--- config.mk ---
export PLATFORM = sky130hd
export DESIGN_NAME = ntt_seq
export DESIGN_NICKNAME = d
export VERILOG_FILES = /design/src/rtl/ntt_pkg.sv /design/src/rtl/mod_cnt.sv /design/src/rtl/ntt_seq.sv
export SDC_FILE = /design/constraint.sdc
export NUM_CORES = 1
export LEC_CHECK = 0
export ABC_AREA = 1
export BUFFER_PORTS_ARGS = -buffer_cell sky130_fd_sc_hd__buf_4
export CORE_MARGIN = 1
export CORE_UTILIZATION = 35
export DETAILED_ROUTE_END_ITERATION = 16
export GPL_ROUTABILITY_DRIVEN = 0
export PLACE_DENSITY_LB_ADDON = 0.2
export SLEW_MARGIN = 20
export SYNTH_ARGS = -nofsm -noshare
export SYNTH_HDL_FRONTEND = slang
export SYNTH_SLANG_ARGS = --single-unit
--- constraint.sdc ---
create_clock -name clk -period 1.9 [get_ports clk]
set_input_delay 0.38 -clock clk [delete_from_list [all_inputs] [get_ports clk]]
set_output_delay 0.38 -clock clk [all_outputs]
set_load 0.01 [all_outputs]
--- src/rtl/ntt_pkg.sv ---
// Shared types, widths and the reorder-FIFO depth function for the NTT/INTT sequencer.
package ntt_pkg;

  localparam int N_DEF              = 256;
  localparam int LOG_N              = $clog2(N_DEF);
  localparam int NTT_STAGE_CNT      = LOG_N;
  localparam int MUL_STAGE_CNT      = 6;
  localparam int DATA_WIDTH         = 16;
  localparam int MAX_FIFO_ADDR_BITS = $clog2(N_DEF / 2);

  typedef enum logic [1:0] {S_IDLE, S_FEED, S_DRAIN, S_DONE} state_t;

  // Stage index i is in pipeline order; NTT walks the butterfly spans from largest to smallest.
  function automatic int fifo2_depth(input int stage, input logic mode,
                                     input int stages = NTT_STAGE_CNT,
                                     input int mul_lat = MUL_STAGE_CNT);
    int s;
    int hrs;
    s   = mode ? stage : stages - 1 - stage;
    hrs = 1 << s;
    if (hrs < mul_lat)      return mul_lat - hrs - 1;
    else if (hrs > mul_lat) return hrs - mul_lat - 1;
    else                    return 0;
  endfunction

  function automatic int fifo2_wrap(input int depth);
    return (depth <= 1) ? 0 : depth - 1;
  endfunction

endpackage

--- src/rtl/mod_cnt.sv ---
// Wrapping address counter: advances on en, wraps after the run-time wrap value, sync clear.
module mod_cnt
  import ntt_pkg::*;
#(
  parameter int DEPTH = 2,
  parameter int W     = MAX_FIFO_ADDR_BITS
) (
  input  logic         clk,
  input  logic         rst,
  input  logic         en,
  input  logic         clr,
  input  logic [W-1:0] wrap,
  output logic [W-1:0] cnt
);

  logic w_last;

  // DEPTH bounds the count even if the selected wrap value is larger.
  assign w_last = (cnt >= wrap) || (cnt >= W'(DEPTH - 1));

  // NOTE: sequential state uses non-blocking assignments so every flop samples pre-edge values.
  always_ff @(posedge clk) begin
    if (!rst)      cnt <= '0;
    else if (clr)  cnt <= '0;
    else if (en)   cnt <= w_last ? '0 : cnt + W'(1);
  end

endmodule

--- src/rtl/ntt_seq.sv ---
// Sequencer for the NTT/INTT pipeline: streams RAM into the pipeline, writes results back,
// and drives the per-stage reorder-FIFO and shared mul-delay-FIFO addresses.
module ntt_seq
  import ntt_pkg::*;
#(
  parameter int N       = N_DEF,
  parameter int STAGES  = NTT_STAGE_CNT,
  parameter int MUL_LAT = MUL_STAGE_CNT,
  parameter int TIMEOUT = 1024
) (
  input  logic                                         clk,
  input  logic                                         rst,
  input  logic                                         start,
  input  logic                                         mode,
  output logic                                         busy,
  output logic                                         done,
  output logic                                         err,
  output logic                                         mem_re,
  output logic [2*$clog2(N)-1:0]                       mem_raddr,
  input  logic [2*DATA_WIDTH-1:0]                      mem_rdata,
  output logic                                         pipe_in_en,
  output logic [2*DATA_WIDTH-1:0]                      pipe_in,
  input  logic                                         pipe_out_en,
  input  logic [2*DATA_WIDTH-1:0]                      pipe_out,
  input  logic [STAGES-1:0]                            fifo_en,
  output logic [STAGES-1:0][MAX_FIFO_ADDR_BITS-1:0]    fifo2_addr,
  output logic [MAX_FIFO_ADDR_BITS-1:0]                fifom_addr,
  output logic                                         mem_we,
  output logic [2*$clog2(N)-1:0]                       mem_waddr,
  output logic [2*DATA_WIDTH-1:0]                      mem_wdata
);

  localparam int LN   = $clog2(N);
  localparam int HW   = LN - 1;
  localparam int TO_W = $clog2(TIMEOUT + 1);
  localparam int FA_W = MAX_FIFO_ADDR_BITS;
  localparam logic [HW-1:0] LAST_BEAT = HW'(N / 2 - 1);

  state_t          r_state;
  logic            r_mode, r_busy, r_done, r_err;
  logic            r_mem_re, r_pipe_in_en, r_seen_out;
  logic [HW-1:0]   r_k, r_w;
  logic [TO_W-1:0] r_to_cnt;

  logic w_accept, w_active, w_any_en;

  assign w_accept = (r_state == S_IDLE) && start;
  assign w_active = (r_state == S_FEED) || (r_state == S_DRAIN);
  assign w_any_en = |fifo_en;

  always_ff @(posedge clk) begin
    if (!rst) begin
      r_state      <= S_IDLE;
      r_mode       <= 1'b0;
      r_busy       <= 1'b0;
      r_done       <= 1'b0;
      r_err        <= 1'b0;
      r_mem_re     <= 1'b0;
      r_pipe_in_en <= 1'b0;
      r_seen_out   <= 1'b0;
      r_k          <= '0;
      r_w          <= '0;
      r_to_cnt     <= '0;
    end else begin
      r_pipe_in_en <= r_mem_re;
      case (r_state)
        S_IDLE: if (start) begin
          r_state    <= S_FEED;
          r_mode     <= mode;
          r_err      <= 1'b0;
          r_busy     <= 1'b1;
          r_mem_re   <= 1'b1;
          r_seen_out <= 1'b0;
          r_k        <= '0;
          r_w        <= '0;
          r_to_cnt   <= '0;
        end
        S_FEED: begin
          if (pipe_out_en) begin
            r_w        <= r_w + HW'(1);
            r_seen_out <= 1'b1;
          end
          if (r_k == LAST_BEAT) begin
            r_state  <= S_DRAIN;
            r_mem_re <= 1'b0;
            r_to_cnt <= TO_W'(1);
          end else begin
            r_k <= r_k + HW'(1);
          end
        end
        S_DRAIN: begin
          if (pipe_out_en) begin
            r_w        <= r_w + HW'(1);
            r_seen_out <= 1'b1;
            if (r_w == LAST_BEAT) begin
              r_state <= S_DONE;
              r_done  <= 1'b1;
            end
          end else if (!r_seen_out) begin
            // r_to_cnt holds the number of cycles elapsed since the last feed beat.
            if (r_to_cnt == TO_W'(TIMEOUT - 1)) begin
              r_state <= S_DONE;
              r_done  <= 1'b1;
              r_err   <= 1'b1;
            end else begin
              r_to_cnt <= r_to_cnt + TO_W'(1);
            end
          end
        end
        S_DONE: begin
          r_state <= S_IDLE;
          r_busy  <= 1'b0;
          r_done  <= 1'b0;
        end
        default: r_state <= S_IDLE;
      endcase
    end
  end

  assign busy       = r_busy;
  assign done       = r_done;
  assign err        = r_err;
  assign mem_re     = r_mem_re;
  assign pipe_in_en = r_pipe_in_en;
  assign pipe_in    = mem_rdata;
  // N/2 is a power of two, so k + N/2 is k with the top address bit set.
  assign mem_raddr  = r_mem_re ? {1'b0, r_k, 1'b1, r_k} : '0;
  assign mem_we     = pipe_out_en && w_active;
  assign mem_waddr  = {1'b0, r_w, 1'b1, r_w};
  assign mem_wdata  = pipe_out;

  for (genvar gi = 0; gi < STAGES; gi++) begin : g_stage
    localparam int D_NTT  = fifo2_depth(gi, 1'b0, STAGES, MUL_LAT);
    localparam int D_INTT = fifo2_depth(gi, 1'b1, STAGES, MUL_LAT);
    localparam int D_MAX  = (D_NTT > D_INTT) ? D_NTT : D_INTT;

    logic [FA_W-1:0] w_wrap;
    assign w_wrap = r_mode ? FA_W'(fifo2_wrap(D_INTT)) : FA_W'(fifo2_wrap(D_NTT));

    mod_cnt #(.DEPTH((D_MAX < 1) ? 1 : D_MAX), .W(FA_W)) u_fifo2_cnt (
      .clk  (clk),
      .rst  (rst),
      .en   (fifo_en[gi]),
      .clr  (w_accept),
      .wrap (w_wrap),
      .cnt  (fifo2_addr[gi])
    );
  end

  mod_cnt #(.DEPTH(MUL_LAT - 1), .W(FA_W)) u_fifom_cnt (
    .clk  (clk),
    .rst  (rst),
    .en   (w_any_en),
    .clr  (w_accept),
    .wrap (FA_W'(MUL_LAT - 2)),
    .cnt  (fifom_addr)
  );

endmodule

* Word-level counts from Yosys, hierarchy flattened
Index checks and enable logic that the tools add are counted.
Operators by class: add/subtract/negate cells 12, magnitude comparators 17, reductions and logical operators 30, bitwise logic cells 1, muxes and demuxes 50, eq/ne operators 17
Operator list (number):
- 7-bit 2-to-1 mux | 14
- 7-bit by 1-bit adder with 7-bit output (second input constant) | 11
- 11-bit 2-to-1 mux | 5
- 11-bit case mux with 3 select lines | 1
- 7-bit case mux with 2 select lines | 2
- 15-bit 2-to-1 mux | 1
- 7-bit equality test (second input constant) | 2
- 7-bit by 4-bit greater-or-equal comparator with 1-bit output | 2
- 7-bit by 4-bit greater-or-equal comparator with 1-bit output (second input constant) | 2
- 7-bit by 5-bit greater-or-equal comparator with 1-bit output | 2
- 7-bit by 5-bit greater-or-equal comparator with 1-bit output (second input constant) | 2
- 7-bit by 6-bit greater-or-equal comparator with 1-bit output | 2
- 7-bit by 6-bit greater-or-equal comparator with 1-bit output (second input constant) | 2
- 7-bit greater-or-equal comparator | 2
- 7-bit greater-or-equal comparator (second input constant) | 2
- 2-bit 2-to-1 mux | 6
- 6-bit 2-to-1 mux | 2
- 11-bit by 1-bit adder with 11-bit output (second input constant) | 1
- 11-bit by 10-bit equality test with 1-bit output (second input constant) | 1
- 5-bit 2-to-1 mux | 2
- 2-bit != test (second input constant) | 5
- 1-bit case mux with 2 select lines | 5
- 5-bit AND reduction | 2
- 2-bit nonzero test | 5
- other kinds (20) | 46
Word-level totals: bits of input ports 77, logic and storage cells 147, flip-flop bits (word level) 97

* Longest topological paths before layout
Gate-level depths: netlist (run 1).
word-level depth 5, mapped depth 11, mapped depth without buffers 11

* By module
Synthesis (run 1) repeated with hierarchy kept, for this count alone.
Unflattened totals: cell total of the unflattened synthesis 1050, area, all modules 7404.6 um^2
By module, submodules not included:
- ntt_seq | cells each 394, area each 2656.3 um^2, instances 1
- mod_cnt (g_stage[1].u_fifo2_cnt ...) | cells each 73, area each 565.5 um^2, instances 2
- mod_cnt (g_stage[2].u_fifo2_cnt ...) | cells each 73, area each 534.3 um^2, instances 2
- mod_cnt (g_stage[0].u_fifo2_cnt ...) | cells each 76, area each 529.3 um^2, instances 2
- mod_cnt (g_stage[3].u_fifo2_cnt ...) | cells each 73, area each 504.2 um^2, instances 2
- mod_cnt (u_fifom_cnt) | cells each 66, area each 481.7 um^2, instances 1

* Least setup slack after synthesis (run 1)
Ideal clock, no wire load.
kind register to register, start point register r_mode, end point register g_stage[7].u_fifo2_cnt.cnt[0], stages on the path, launching flop included 10, path buffers 0, library setup time 0.119 ns, data arrival time 1.727 ns, path slack 0.054 ns, required time 1.781 ns, cells stage by stage dfxtp_1 -> inv_1 -> ha_1 -> nand2_1 -> nor2_1 -> o21ai_0 -> nand3_1 -> nand2_1 -> nand2_1 -> nor2_1
Between the ends: word-level cells in the longest chain between the ends 4
Ends and longest elaborated chain:
- from (decl) | RTL line ntt_seq.sv:40 | logic r_mode, r_busy, r_done, r_err;
- from (signal assigned) | RTL line ntt_seq.sv:69 | r_mode <= mode;
- 7-bit 2-to-1 mux | RTL line ntt_seq.sv:138 | assign w_wrap = r_mode ? FA_W'(fifo2_wrap(D_INTT)) : FA_W'(fifo2_wrap(D_NTT));
- 7-bit greater-or-equal comparator | RTL line mod_cnt.sv:19 | assign w_last = (cnt >= wrap) || (cnt >= W'(DEPTH - 1));
- 1-bit logical OR | RTL line mod_cnt.sv:19
- 7-bit 2-to-1 mux | RTL line mod_cnt.sv:25 | else if (en) cnt <= w_last ? '0 : cnt + W'(1);
- to (signal assigned) | RTL line mod_cnt.sv:25
- to (decl) | RTL line mod_cnt.sv:13 | output logic [W-1:0] cnt
Every way passes these cells. A chain may end at the register's enable or synchronous reset.

* Worst setup path after layout (run 1)
start point register r_state[1], end point output mem_we
Between the ends: word-level cells in the longest chain between the ends 3, elaborated cells on any way between the ends 4
Ends and longest elaborated chain:
- from (decl) | RTL line ntt_seq.sv:39 | state_t r_state;
- from (signal assigned) | RTL line ntt_seq.sv:53 | r_state <= S_IDLE;
- from (signal assigned) | RTL line ntt_seq.sv:68 | r_state <= S_FEED;
- from (signal assigned) | RTL line ntt_seq.sv:84 | r_state <= S_DRAIN;
- 2-bit by 1-bit equality test with 1-bit output or 2-bit equality test (tied branches) | RTL line ntt_seq.sv:48 | assign w_active = (r_state == S_FEED) || (r_state == S_DRAIN);
- 1-bit logical OR * | RTL line ntt_seq.sv:48
- net w_active | RTL line ntt_seq.sv:45 | logic w_accept, w_active, w_any_en;
- 1-bit logical AND * | RTL line ntt_seq.sv:128 | assign mem_we = pipe_out_en && w_active;
- to (decl) | RTL line ntt_seq.sv:28 | output logic mem_we,
The timed path passes the listed nets; every way through them passes the cells marked *.

==> results of run 1 <==
cells in the mapped netlist (5+ instances only):
cell type,n,area (um2)
a21oi_1,38,190.2
buf_2,5,25.02
buf_4,83,623.1
dfxtp_1,97,1942
ha_1,49,613.1
inv_1,104,390.4
inv_2,5,18.77
nand2_1,155,581.8
nand2_2,8,50.05
nand3_1,46,230.2
nand4_1,23,143.9
nor2_1,100,375.4
nor3_1,25,125.1
o21ai_0,24,120.1
xnor2_1,8,70.07
xor2_1,20,175.2
metrics by stage:
stage | utilization, % | worst slack, ps | std cells
3_3_place_gp | 39.11 | 78.23 | 1081
3_5_place_dp | 39.11 | 33.78 | 1081
2_1_floorplan | - | 53.92 | 831
5_1_grt | 41.08 | 1.136 | 1102
6_report | 41.08 | 92.51 | 1102
4_1_cts | 40.74 | 10.32 | 1097
sequential cells by signal, indices dropped and copies added, names as in the netlist:
register	count
busy	1
done	1
err	1
g_stage.u_fifo2_cnt.cnt	56
mem_re	1
pipe_in_en	1
r_k	7
r_mode	1
r_seen_out	1
r_state	2
r_to_cnt	11
r_w	7
u_fifom_cnt.cnt	7
timing repair:
action / CTS / global route
setup buffers: 0 / 4
endpoints found under the hold margin: 0 / 0
resized for setup: 0 / 9
setup endpoints to repair: 0 / 40
layout make-up:
type	instances	area share, %
Multi-Input combinational cell	533	43.32
Clock inverter	6	0.6223
Tap cell	220	4.026
Sequential cell	97	28.46
Timing Repair Buffer	126	14.07
Clock buffer	10	3.349
Timing Repair inverter	1	0.1098
Inverter	109	6.040
cell usage in the layout, fill, tap and decap left out, types with 3 or more instances in the layout:
| cell type | n |
|---|---|
| nand2_1 | 153 |
| buf_4 | 124 |
| inv_1 | 103 |
| nor2_1 | 100 |
| dfxtp_1 | 94 |
| ha_1 | 48 |
| nand3_1 | 46 |
| a21oi_1 | 38 |
| nor3_1 | 25 |
| o21ai_0 | 24 |
| nand4_1 | 23 |
| xor2_1 | 20 |
| nand2_2 | 10 |
| clkbuf_16 | 9 |
| xnor2_1 | 8 |
| inv_2 | 5 |
| clkinvlp_4 | 4 |
| nor2_2 | 4 |
| o21bai_1 | 4 |
| nor2_4 | 3 |
| a31oi_1 | 3 |
| and3_1 | 3 |
| conb_1 | 3 |
| dfxtp_2 | 3 |
metal layers:
| layer | share of wire (%) | wire length (um) |
|---|---|---|
| met3 | 3.4 | 454 |
| met4 | 1.4 | 181 |
| met1 | 48 | 6412 |
| met5 | 0 | 0 |
| met2 | 47 | 6258 |
worst max-delay path by stage:
stage	endpoint	slack, ps
2_1_floorplan	g_stage[7].u_fifo2_cnt.cnt[0]	50
3_3_place_gp	g_stage[7].u_fifo2_cnt.cnt[5]	80
3_5_place_dp	g_stage[7].u_fifo2_cnt.cnt[6]	30
4_1_cts	g_stage[7].u_fifo2_cnt.cnt[2]	10
5_1_grt	r_to_cnt[2]	1
6_report	mem_we	90
cell families (layout without fill, tap and decap cells):
kind of cell | Yosys count | in the layout | share of synthesized area [%]
adders and majority gates | 49 | 49 | 10.25
DFF | 97 | 97 | 32.48
buffers and inverters | 201 | 252 | 18.18
other | 2 | 3 | 0.1256
AOI/OAI and AO/OA | 79 | 79 | 7.386
xor gates and xnor gates | 28 | 28 | 4.101
and+or+nand+nor | 374 | 374 | 27.47
power by group:
| part | leakage (uW) | switching [uW] | internal, uW |
|---|---|---|---|
| Clock | 0.000129 | 821 | 891 |
| Combinational | 0.00218 | 1370 | 869 |
| Sequential | 0.000788 | 202 | 2220 |
==> impl_metrics.json, run 1 <==
{
  "status": "finished, final reports clean",
  "cts.sinks": 97,
  "grtUsageMet3_pct": 3.602,
  "drive_above_1_share_pct": 19.84,
  "cp-start-kind": "flip-flop",
  "finalHoldViolCount": 0,
  "multi_input_area_mm2": 0.002962,
  "fp.dieH_um": 132.7,
  "drtIter0Drc": 133,
  "grt_max_degree": 21,
  "grt_pass1_wl_um": 22770,
  "ir_worst_vdd_v": 0.0005725,
  "endpoint_kind": "output port",
  "num_io_pins": 242,
  "busiest_layer": "met2",
  "diodes": 0,
  "ys_seq_area_share_pct": 32.48,
  "crit_family": "adder cells",
  "hold_depth": 2,
  "power_uw": 6373,
  "postRouteAntennaNets": 0,
  "synth-seq-cells": 97,
  "startpoint": "r_state[1]",
  "r2r_end": "r_to_cnt[8]",
  "hold_start": "fifo_en[1]",
  "fp.coreArea_mm2": 0.01664,
  "cts.hold.buffers_added": 0,
  "routedWlPerCell_um": 12.07,
  "worstSetupPathType": "reg2out",
  "rrSetupSlack_ps": 190,
  "synthCells": 830,
  "synth_edf_count": 0,
  "htree_num_levels": 3,
  "root_buffer": "clkbuf_16",
  "yosysWarnings": 0,
  "rr_startpoint": "r_state[0]",
  "cp.arrival_ps": 1430,
  "fmaxAchievable_ghz": 0.5533,
  "hold_class": "in2reg",
  "grt_pass1_vias": 4714,
  "netlist_area_mm2": 0.005979,
  "vias": 4988,
  "yosysUniqueCellTypes": 37,
  "fillers": 1786,
  "clock_skew_ps": 9.010,
  "seq_area_mm2": 0.001946,
  "use_met2_pct": 26.90,
  "drc": 0,
  "drv_cap": 0,
  "whs_ps": 245.2,
  "avgSynthCellArea_um2": 7.204,
  "firstDrtPassIters": 4,
  "cp_num_buf_inv": 3,
  "use_met1_pct": 19.71,
  "die_area_mm2": 0.01761,
  "max_stage_delay_ps": 370,
  "numPortBuffers": 110,
  "crit_slowest_cell": "ha_2",
  "drv_slew": 0,
  "syn_to_final_growth_pct": 14.33,
  "hold_end": "g_stage[1].u_fifo2_cnt.cnt[6]",
  "tns_ps": 0,
  "setup_viol": 0,
  "placementRows": 47,
  "antenna_found_initial": 0,
  "grt.overflow.total": 0,
  "grt_use_total_pct": 15.83,
  "cts_tree": "yes",
  "fp.dieW_um": 132.7,
  "period_share_pct": 95.13,
  "crit_chain": "inv_1 > ha_2 > nand2_1 > inv_1 > buf_4",
  "clk_pin_slew_worst_paths_ps": 70,
  "required_ps": 1520,
  "clock_latency_ps": 350,
  "post-route-cell-area_mm2": 0.006837,
  "critical-path-top-cell-by-count": "inv_1",
  "power.density_mw_per_mm2": 932.1,
  "nets": 1003,
  "wirelength_um": 13310,
  "dpl.hpwl_um": 10090,
  "async_reset_ff_share_pct": 0,
  "placed_cell_area_mm2": 0.006509,
  "avgViaCountPerCell": 4.526,
  "synth-main-ff-cell": "dfxtp_1",
  "p_leak_uw": 0.003092,
  "grt_setup_unrepaired": "no",
  "crit_cells": 5,
  "cts_max_path_buffers": 2,
  "cts_buffers": 9,
  "initial_core_util_pct": 35.93,
  "post-route-min-period_ps": 1807,
  "crit_fanout": 4,
  "ff2ff_path_depth": 10
}
(Power assumes the default switching activity.)
==> run 2: changes to the inputs <==
SYNTH_HIERARCHICAL = 1   (was default)
==> run 2 against run 1 <==
Critical path depth unchanged. Largest cell class unchanged. Non-clock buffer count down 2. Core utilization down 0.091 points. Critical endpoint unchanged.
==> impl_metrics.json, run 2 <==
{
  "largest_reg_flops": 56,
  "worstSetupPathType": "reg2out",
  "vias": 6073,
  "hold_end": "g_stage[1].u_fifo2_cnt/cnt[6]",
  "cp.arrival_ps": 1390,
  "fp.dieH_um": 147.5,
  "critical-path-top-cell-by-count": "inv_1",
  "avgSynthCellArea_um2": 7.052,
  "p_leak_uw": 0.004130,
  "power_uw": 6874,
  "cp_num_buf_inv": 3,
  "grt_use_total_pct": 14.70,
  "drtIter0Drc": 221,
  "crit_family": "flip-flops",
  "mostFrequentLayoutCell": "nand2_1",
  "drv_slew": 0,
  "cts_buffers": 9,
  "grt_setup_unrepaired": "no",
  "wirelength_um": 15200,
  "firstDrtPassIters": 4,
  "fp.coreArea_mm2": 0.02049,
  "max_stage_delay_ps": 380,
  "cts_tree": "yes",
  "crit_chain": "inv_1 > ha_4 > nand2_1 > inv_1 > buf_4",
  "ys_seq_area_share_pct": 26.23,
  "yosysUniqueCellTypes": 41,
  "root_buffer": "clkbuf_16",
  "setup_viol": 0,
  "htree_num_levels": 3,
  "required_ps": 1520,
  "hold_start": "fifo_en[1]",
  "reg_top3": "g_stage.u_fifo2_cnt/cnt x56, r_to_cnt x11",
  "endpoint_kind": "output port",
  "finalHoldViolCount": 0,
  "cts.hold.buffers_added": 0,
  "max_flop_register": "g_stage.u_fifo2_cnt/cnt",
  "postRouteAntennaNets": 0,
  "synth.area.top_cells": "dfxtp_1 26%, ha_1 15%, nand2_1 10%, inv_1 8.9%, buf_4 8.5%",
  "final_cell_mix": "206 x nand2_1, 174 x inv_1, 122 x buf_4",
  "power.density_mw_per_mm2": 818.2,
  "r2r_end": "r_to_cnt[10]",
  "yosysWarnings": 6,
  "yosysMostFrequentCell": "nand2_1",
  "status": "finished, final reports clean",
  "synth_top_area_cell": "dfxtp_1",
  "placed_cells": 1389,
  "crit_fanout": 4,
  "routedWlPerCell_um": 10.82,
  "fillers": 2165,
  "async_reset_ff_share_pct": 0,
  "netlist_top_cells_count": "207 x nand2_1, 175 x inv_1, 121 x nor2_1, 97 x dfxtp_1, 89 x ha_1",
  "hold_class": "in2reg",
  "antenna_found_initial": 0,
  "synth_edf_count": 0,
  "hold_depth": 2,
  "grt_pass1_vias": 5572,
  "drv_cap": 0,
  "fp.dieW_um": 147.5,
  "ff2ff_path_depth": 9,
  "grt.overflow.total": 0,
  "num_io_pins": 242,
  "avgViaCountPerCell": 4.325,
  "netlist.area_leader.share_pct": 26.23,
  "stdcell_count": 1404,
  "cp-start-kind": "flip-flop",
  "clock_latency_ps": 360,
  "diodes": 0,
  "drive_above_1_share_pct": 19.93,
  "post-route-min-period_ps": 1770,
  "initial_core_util_pct": 36.13,
  "fmaxAchievable_ghz": 0.5649,
  "synth-seq-cells": 97,
  "syn_to_final_growth_pct": 13.45,
  "rrSetupSlack_ps": 210,
  "placementRows": 52,
  "grt_max_degree": 16,
  "period_share_pct": 93.16,
  "cts_max_path_buffers": 2,
  "numPortBuffers": 110,
  "netlist_area_mm2": 0.007405,
  "grt_pass1_wl_um": 25920,
  "synth-main-ff-cell": "dfxtp_1",
  "crit_slowest_cell": "dfxtp_1",
  "clk_pin_slew_worst_paths_ps": 60,
  "synthCells": 1050,
  "clock_skew_ps": 9.736,
  "die_area_mm2": 0.02174,
  "nets": 1296,
  "rr_startpoint": "r_state[0]",
  "drc": 0,
  "ir_worst_vdd_v": 0.0004299,
  "cts.sinks": 97,
  "dpl.hpwl_um": 11990,
  "tns_ps": 0
}
## run 2: changes by cell type after synthesis, sizes merged, moves of 3 or more
| cell | before | now |
|---|---|---|
| inv | 109 | 184 |
| a221oi | 0 | 3 |
| o21ai | 25 | 22 |
| xor2 | 20 | 17 |
| nand4 | 23 | 7 |
| a21oi | 40 | 43 |
| ha | 49 | 89 |
| nor2 | 107 | 163 |
| nand2 | 163 | 225 |
| clkinv | 0 | 5 |
| nor3 | 26 | 9 |
| xnor2 | 8 | 13 |
| nor3b | 1 | 6 |
## run 2: how the worst max path moves through the flow
stage                           from                             to  depth (start not counted)
after floorplan               r_mode  g_stage[0].u_fifo2_cnt/cnt[0]                         10
after global placement        r_mode  g_stage[0].u_fifo2_cnt/cnt[1]                         11
after detailed placement      r_mode  g_stage[0].u_fifo2_cnt/cnt[6]                         11
after CTS                 r_state[0]                         mem_we                          5
after global routing          r_mode  g_stage[7].u_fifo2_cnt/cnt[4]                         10
final                     r_state[1]                         mem_we                          5
## run 2: routing by layer
metal | vias up | global-route usage, % | part of all wire, %
met1 | 2687 | 19.03 | 49
met3 | 14 | 4.198 | 4.6
li1 | 3273 | - | -
met5 | - | 0 | 0
met2 | 99 | 23.87 | 45
met4 | 0 | 3.814 | 0.93
## run 2: metrics by stage
step	hold slack [ps]	utilization, %	instance area, um2	setup slack (ps)
finish	284.1	40.99	8401	129.9
global route	274.6	40.99	8401	8.412
CTS	268.8	40.88	8378	58.87
detailed placement	473.6	39.48	8092	141.8
global placement	474.6	39.48	8092	184.9
floorplan	452.7	-	7547	203.0
## run 2: where the power goes
part	switching, uW	internal (uW)	leakage, uW
Combinational	1570	997	0.00321
Clock	815	1020	0.000132
Sequential	241	2230	0.000787
Total	2630	4250	0.00413
## run 2: cell type report
type                       instances  area [um2]  area share [%]
tap                              270       337.8           4.021
multi-input combinational        709        4187           49.84
timing repair buffer             124       938.4           11.17
clock inverter                     4       53.80          0.6405
clock buffer                      11       232.7           2.770
sequential                        97        1942           23.12
inverter                         189       709.4           8.445
## run 2: worst register-to-register path, stage by stage, from the launching register on
cell and delay, ps:
dfxtp_1 340, inv_1 140, ha_1 310, inv_1 140
nand2_1 130, nand2_4 120, nand2_2 160, inv_1 100
nor2_1 100, nor2_1 40
## run 2: repair_timing
item                                    4_1_cts  5_1_grt
gates resized for setup                       0        5
buffers inserted                              0        0
endpoints found under the setup margin        0       14
## run 2: cell families after synthesis
family / synth area share, %
compound gates: 6.759
xor+xnor: 3.548
fa+ha+maj: 15.04
buf+inv: 19.36
flops: 26.23
other cells: 0.1014
simple gates: 28.96
==> run 3: changes to the inputs <==
==> constraint.sdc (replaced) <==
create_clock -name clk -period 1.9 [get_ports clk]
set_input_delay 0.285 -clock clk [delete_from_list [all_inputs] [get_ports clk]]
set_output_delay 0.285 -clock clk [all_outputs]
set_load 0.01 [all_outputs]
==> run 3 against run 2 <==
Clock-buffer cell count increased by 1. Sequential share of layout area decreased by 0.14 points. Critical path depth unchanged. Combinational power barely moved. Maximum frequency is 1.9% higher. Worst setup slack better by 33 ps. Hold slack lost 93 ps. Cell area up 0.60%. First-iteration DRC count up 16%. Cell count rose by 0.14%. Global-route usage rose by 0.19 points. Wire length grew 1.8%. Critical path type unchanged. Critical endpoint unchanged.
==> impl_metrics.json, run 3 (synthesis results as in run 2) <==
{
  "pre_cts_ws_ps": 194.9,
  "p_int_uw": 4480,
  "cts_max_path_buffers": 2,
  "cp.arrival_ps": 1450,
  "max_stage_delay_ps": 380,
  "worstSetupPathType": "reg2out",
  "largest_reg_flops": 56,
  "num_io_pins": 242,
  "drc": 0,
  "wirelength_um": 15470,
  "dpl.hpwl_um": 12030,
  "endpoint_kind": "output port",
  "status": "finished, final reports clean",
  "fp.coreArea_mm2": 0.02049,
  "rr_startpoint": "r_state[0]",
  "setup_viol": 0,
  "clock_latency_ps": 350,
  "htree_num_levels": 3,
  "pwr-share-seq_pct": 34.5,
  "crit_chain": "inv_1 > ha_1 > nand2_1 > inv_1 > buf_4",
  "drive_above_1_share_pct": 20.42,
  "max_flop_register": "g_stage.u_fifo2_cnt/cnt",
  "cts_buffers": 9,
  "power.density_mw_per_mm2": 845.2,
  "crit_fanout": 4,
  "routedWlPerCell_um": 11.00,
  "avgViaCountPerCell": 4.337,
  "nets": 1297,
  "syn_to_final_growth_pct": 14.13,
  "root_buffer": "clkbuf_16",
  "fin_ws_ps": 163.1,
  "hold_class": "in2reg",
  "fmaxAchievable_ghz": 0.5757,
  "grt_max_degree": 17,
  "fp.dieW_um": 147.5,
  "critical-path-top-cell-by-count": "inv_1",
  "r2r_end": "u_fifom_cnt/cnt[5]",
  "drv_cap": 0,
  "combPwrFrac_pct": 36.3,
  "diodes": 0,
  "postCtsSetupRepairBufs": 0,
  "drv_slew": 0,
  "cts.sinks": 97,
  "grt.overflow.total": 0,
  "postRouteAntennaNets": 0,
  "fillers": 2142,
  "grt_pass1_vias": 5590,
  "cp_num_buf_inv": 3,
  "mostFrequentLayoutCell": "nand2_1",
  "ir_worst_vdd_v": 0.0004707,
  "clock_power_share_pct": 29.3,
  "numPortBuffers": 110,
  "antenna_found_initial": 0,
  "drtIter0Drc": 256,
  "vias": 6098,
  "final_cell_mix": "205 x nand2_1, 173 x inv_1, 124 x buf_4",
  "initial_core_util_pct": 36.13,
  "post-route-min-period_ps": 1737,
  "hold_end": "g_stage[1].u_fifo2_cnt/cnt[6]",
  "p_leak_uw": 0.004170,
  "whs_ps": 191.4,
  "placementRows": 52,
  "seq_area_mm2": 0.001942,
  "firstDrtPassIters": 4,
  "ff2ff_path_depth": 8,
  "clock_skew_ps": 7.559,
  "hold_start": "fifo_en[1]",
  "hold_depth": 2,
  "grt_use_total_pct": 14.88,
  "crit_slowest_cell": "dfxtp_1",
  "multi_input_area_mm2": 0.004179,
  "clk_pin_slew_worst_paths_ps": 70,
  "required_ps": 1620,
  "crit_family": "flip-flops",
  "power.switching_uw": 2663,
  "die_area_mm2": 0.02174,
  "finalHoldViolCount": 0,
  "fp.dieH_um": 147.5,
  "period_share_pct": 91.41,
  "rrSetupSlack_ps": 180,
  "cp-start-kind": "flip-flop",
  "cts_tree": "yes",
  "reg_top3": "g_stage.u_fifo2_cnt/cnt x56, r_to_cnt x11",
  "p_sw_share_pct": 37.28,
  "grt_pass1_wl_um": 26250
}
run 3: worst max-delay path by stage:
| stage | endpoint | startpoint | cells past startpoint |
|---|---|---|---|
| finish | mem_we | r_state[0] | 5 |
| global route | g_stage[0].u_fifo2_cnt/cnt[0] | r_mode | 11 |
| CTS | mem_we | r_state[0] | 5 |
| detailed placement | u_fifom_cnt/cnt[5] | r_state[0] | 8 |
| global placement | r_state[1] | r_state[0] | 11 |
| floorplan | g_stage[0].u_fifo2_cnt/cnt[0] | r_mode | 10 |
run 3: worst register-to-register path: cells and delay by family (launching register included):
family	cells	cell delay, ps
buffers and inverters	4	470
adders and majority gates	1	260
DFF	1	380
and+or+nand+nor	3	520
run 3: routing by layer:
metal  wire length [um]  track usage, %
met5                  0               0
met4                182           4.845
met3                608           3.272
met2               7020           24.43
met1               7656           19.30
run 3: power by group through the flow:
stage	clock, uW	combinational [uW]	sequential (uW)
final	2090	2590	2460
after global routing	2250	2980	2500
after CTS	2170	2600	2470
after detailed placement	0	2580	2520
after global placement	0	2560	2510
after floorplan	0	1960	2510
run 3: timing repair:
item                                    in CTS  in global routing
hold endpoints to repair                     0                  0
resized for setup                            0                  6
endpoints found under the setup margin       0                 12
hold buffers                                 0                  0
run 3: through the flow:
stage               instance area (um2)  cells  setup TNS, ps  total power [uW]  utilization (%)
finish                             8451   1406              0              7142            41.23
global placement                   8099   1390              0              5071            39.52
CTS                                8439   1406              0              7239            41.18
global route                       8451   1406         -7.709              7725            41.23
detailed placement                 8099   1390              0              5092            39.52
floorplan                          7547   1088              0              4472                -
run 3: layout make-up:
class | count | share of cell area (%)
Multi-Input combinational cell | 709 | 49.45
Sequential cell | 97 | 22.98
Timing Repair Buffer | 125 | 11.15
Inverter | 189 | 8.395
Tap cell | 270 | 3.998
Clock buffer | 12 | 3.154
Clock inverter | 4 | 0.8736
